### src/rtl/jtframe_irq_arb.sv
// Interrupt arbiter: presents the highest-index enabled source to the CPU,
// clears its latch on the iack rising edge, then enforces a GAP-cycle hold-off.
module jtframe_irq_arb #(
  parameter int N   = 4,
  parameter int GAP = 2
) (
  input  logic         clk,
  input  logic         rst,
  input  logic [N-1:0] irq_in,
  input  logic [N-1:0] mask,
  input  logic         iack,
  output logic         int_n,
  output logic [2:0]   vector,
  output logic [N-1:0] clr,
  output logic         busy
);

  typedef enum logic [1:0] {ST_IDLE, ST_REQ, ST_WAIT, ST_GAP} state_t;

  state_t       state_q, state_d;
  logic         int_n_q, int_n_d;
  logic [2:0]   vector_q, vector_d;
  logic [N-1:0] clr_q, clr_d;
  logic         busy_q, busy_d;
  logic [3:0]   cnt_q, cnt_d;
  logic         iack_l_q;

  logic [N-1:0] en, cur_oh;
  logic [2:0]   hi;
  logic         ack, cur_live;

  always_comb begin
    en     = irq_in & mask;
    hi     = '0;
    cur_oh = '0;
    // ascending scan so the highest set index wins
    for (int i = 0; i < N; i++) begin
      if (en[i]) hi = 3'(i);
      cur_oh[i] = (vector_q == 3'(i));
    end
    cur_live = |(en & cur_oh);
    ack      = iack & ~iack_l_q;

    state_d  = state_q;
    int_n_d  = int_n_q;
    vector_d = vector_q;
    clr_d    = '0;
    cnt_d    = cnt_q;

    case (state_q)
      ST_IDLE: begin
        if (|en) begin
          vector_d = hi;
          int_n_d  = 1'b0;
          state_d  = ST_REQ;
        end
      end
      ST_REQ: begin
        // ack beats a simultaneous withdrawal
        if (ack) begin
          clr_d   = cur_oh;
          int_n_d = 1'b1;
          state_d = ST_WAIT;
        end else if (!cur_live) begin
          int_n_d = 1'b1;
          state_d = ST_IDLE;
        end
      end
      ST_WAIT: begin
        if (!iack) begin
          cnt_d   = 4'(GAP - 1);
          state_d = ST_GAP;
        end
      end
      ST_GAP: begin
        if (cnt_q == 4'd0) state_d = ST_IDLE;
        else               cnt_d   = cnt_q - 4'd1;
      end
      default: state_d = ST_IDLE;
    endcase

    busy_d = (state_d != ST_IDLE);
  end

  always_ff @(posedge clk) begin
    if (rst) begin
      state_q  <= ST_IDLE;
      int_n_q  <= 1'b1;
      vector_q <= '0;
      clr_q    <= '0;
      busy_q   <= 1'b0;
      cnt_q    <= '0;
      iack_l_q <= 1'b0;
    end else begin
      state_q  <= state_d;
      int_n_q  <= int_n_d;
      vector_q <= vector_d;
      clr_q    <= clr_d;
      busy_q   <= busy_d;
      cnt_q    <= cnt_d;
      iack_l_q <= iack;
    end
  end

  assign int_n  = int_n_q;
  assign vector = vector_q;
  assign clr    = clr_q;
  assign busy   = busy_q;

endmodule

### config.mk
export PLATFORM = sky130hd
export DESIGN_NAME = jtframe_irq_arb
export DESIGN_NICKNAME = d
export VERILOG_FILES = /design/src/rtl/jtframe_irq_arb.sv
export SDC_FILE = /design/constraint.sdc
export NUM_CORES = 1
export LEC_CHECK = 0
export ABC_CLOCK_PERIOD_IN_PS = 1400
export CORE_ASPECT_RATIO = 1.75
export CORE_MARGIN = 4
export CORE_UTILIZATION = 23
export DETAILED_ROUTE_END_ITERATION = 8
export PLACE_DENSITY = 0.54
export SYNTH_ARGS = -nofsm -noshare
export SYNTH_HDL_FRONTEND = slang
export SYNTH_SLANG_ARGS = --single-unit
### constraint.sdc
create_clock -name clk -period 1.4 [get_ports clk]
set_input_delay 0.21 -clock clk [delete_from_list [all_inputs] [get_ports clk]]
set_output_delay 0.21 -clock clk [all_outputs]
set_load 0.005 [all_outputs]
==> metrics.txt <==
status complete, but fails checks; failing checks negative setup slack; number of top-level pins 20; multi-input logic area 434 um2; max-cap viol count 0; top post-synthesis cells by area dfxtp_1, nor2_1, mux4_2; DP Area roughly 1000 um2; Hold Crit Class in2reg; Hold Path Sink vector[0]; Final HPWL DP around 1300 um; Final Hold Fails 0; final WL ~1700 um; total congestion overflow 0; Die Ht 81.9 um; clock sink count 15; Crit Path Max Fanout 3; Clk Latency, worst-skew pair around 0.25 ns; root buf cell clkbuf_8; endpoint class of the critical path flop; RSZ-0062 raised after global routing true; Ys Warns 0; initial antenna violation count 0; worst hold start mask[1]; CTS buffer count 3; largest net degree at the start of global routing 11; R2R setup slack -0.0008 ns; Max Clock Skew 0.000966 ns; Setup violations, final 2; Net count, final around 120; setup ws final -0.000752 ns; routed vias/inst roughly 4.4; antenna cells 0; min Tclk post-route around 1.4 ns; Avg WL per Cell between 10 and 15 um; Final Max Slew Viols 0; Mapped Nets 90; Primary FF master, synth dfxtp_1; Layout area overhead 58.7%; H-tree depth 1; Avg Inst Size Synth 9.21 um2; I/O Buffers 18; Core ar. between 2000 and 3000 um2; hold-critical path depth 5; CP required around 1.5 ns; type of origin of the critical path flop; First-pass DRT Iterations 3; post-synth top area share around two fifths; CTS tree yes; Total GRT Usage under 10%; fmax just over 700 MHz; DRT iter0 DRCs 8; worst r2r dst cnt_q[1]; Filler Cell Count 301; design area between 1000 and 1500 um2; vias in the first global route 657; Pleak a little under 0.5 nW; reg-to-reg critical path startpoint cnt_q[0]; top cells by count, synth dfxtp_1, nor2_1, nand2_1; cell taking the most area after synthesis dfxtp_1; Worst EP arrival approximately 1.5 ns; ys async rst share 0%; EDFF count, synth 0; final period utilization 100%; Initial Utilization between 20% and 30%; Mapped Cells between 70 and 80; FF/Latch Area slightly above 300 um2; post-synthesis sequential area ratio roughly two fifths; Reg2Reg Depth 6; Chip Width 50.2 um; Die Area just over 4000 um2; Row Count 26; P per Cell Area between 900 and 1000 nW/um2; Setup CP Type reg2reg; count leader, synth dfxtp_1; Routed Antenna Nets 0; hold buffers post-CTS 0; Distinct cells, synth 37; Clock transition at path regs roughly 0.06 ns; Mapped Area 718 um2; Via Count 660; layout cell share with drive strength beyond 1 31.2%; maximum clock path buffer count 2; gpl congestion 0.709; Setup TNS -0.000966 ns; Remaining DRCs 0; flops & latches, synth 15; Max VDD drop roughly 0.57 mV; first-pass GRT wire length ~2700 um
[registers in the layout, summed over array words and instances (netlist names)]
signal	count
busy	1
clr	4
cnt_q	4
iack_l_q	1
int_n	1
state_q	2
vector	2
[critical path: stages, from the launching register on]
cell and delay, ns:
dfxtp_2 0.32, inv_2 0.07, ha_4 0.13, or3b_4 0.39, mux2i_1 0.14, a22oi_1 0.17
nor2_1 0.06
[repair_timing]
item / 4_1_cts / 5_1_grt
gates resized for setup: 6 / 14
buffers inserted: 1 / 2
endpoints found under the setup margin: 3 / 7
pin swaps: 1 / 5
endpoints found under the hold margin: 0 / 0
[logic make-up after synthesis]
kind of cell / synth area share [%]
compound gates: 15.7
mux: 4.53
simple gates: 29.3
fa+ha+maj: 1.74
other cells: 0.522
buf+inv: 4.01
xor+xnor: 2.44
flops: 41.8
[per-layer routing]
layer	routed length, um	global-route usage, %	part of all wire (%)	up-vias
met5	0	0	0	-
met4	52	6.65	3.0	0
met2	942	15.8	55	10
li1	-	-	-	340
met3	34	0.544	2.0	4
met1	679	8.36	40	306
[area by class of cell]
type / instances / share of cell area (%)
clock buffer: 4 / 3.95
multi-input combinational: 57 / 38.1
sequential: 15 / 26.8
inverter: 2 / 0.659
timing repair buffer: 31 / 25.9
tap: 42 / 4.61
[where the power goes]
part	switching [mW]	leakage [nW]	total (mW)	internal, mW
Sequential	0.0330	0.124	0.492	0.459
Clock	0.145	0.0228	0.346	0.201
Combinational	0.109	0.335	0.269	0.160
Total	0.286	0.482	1.11	0.821
[per-stage QoR]
stage                     std cells  setup slack [ns]  hold WS, ns  util, %  power (mW)
after floorplan                  78            0.0211        0.338        -       0.624
after detailed placement        144            -0.231        0.455     33.9       0.741
final                           151         -0.000752        0.454     38.5        1.11
after CTS                       149           0.00288        0.474     36.0        1.10
after global routing            151           -0.0877        0.491     38.5        1.17
after global placement          144            -0.224        0.454     33.9       0.737
[worst max path at each step]
stage / from / endpoint / slack (ns)
5_1_grt: cnt_q[0] / cnt_q[1] / -0.09
2_1_floorplan: cnt_q[0] / cnt_q[0] / 0.02
4_1_cts: vector[0] / vector[0] / 0.003
6_report: cnt_q[0] / cnt_q[1] / -0.0008
3_3_place_gp: irq_in[3] / busy / -0.22
3_5_place_dp: irq_in[3] / busy / -0.23
[cells in the final DEF, fill, tap and decap left out, types with 2 or more instances in the layout]
cell	count
dfxtp_2	4
clkbuf_8	3
dfxtp_1	11
xor2_1	2
nor3_1	3
inv_2	2
buf_4	13
nand2_1	4
a21oi_1	3
nor3b_1	2
and2_1	2
and2_4	2
nand4_1	2
nand2b_1	3
clkdlybuf4s50_1	11
dlymetal6s2s_1	7
nor2_1	10
No activity file was read; power rests on OpenSTA's default activity.
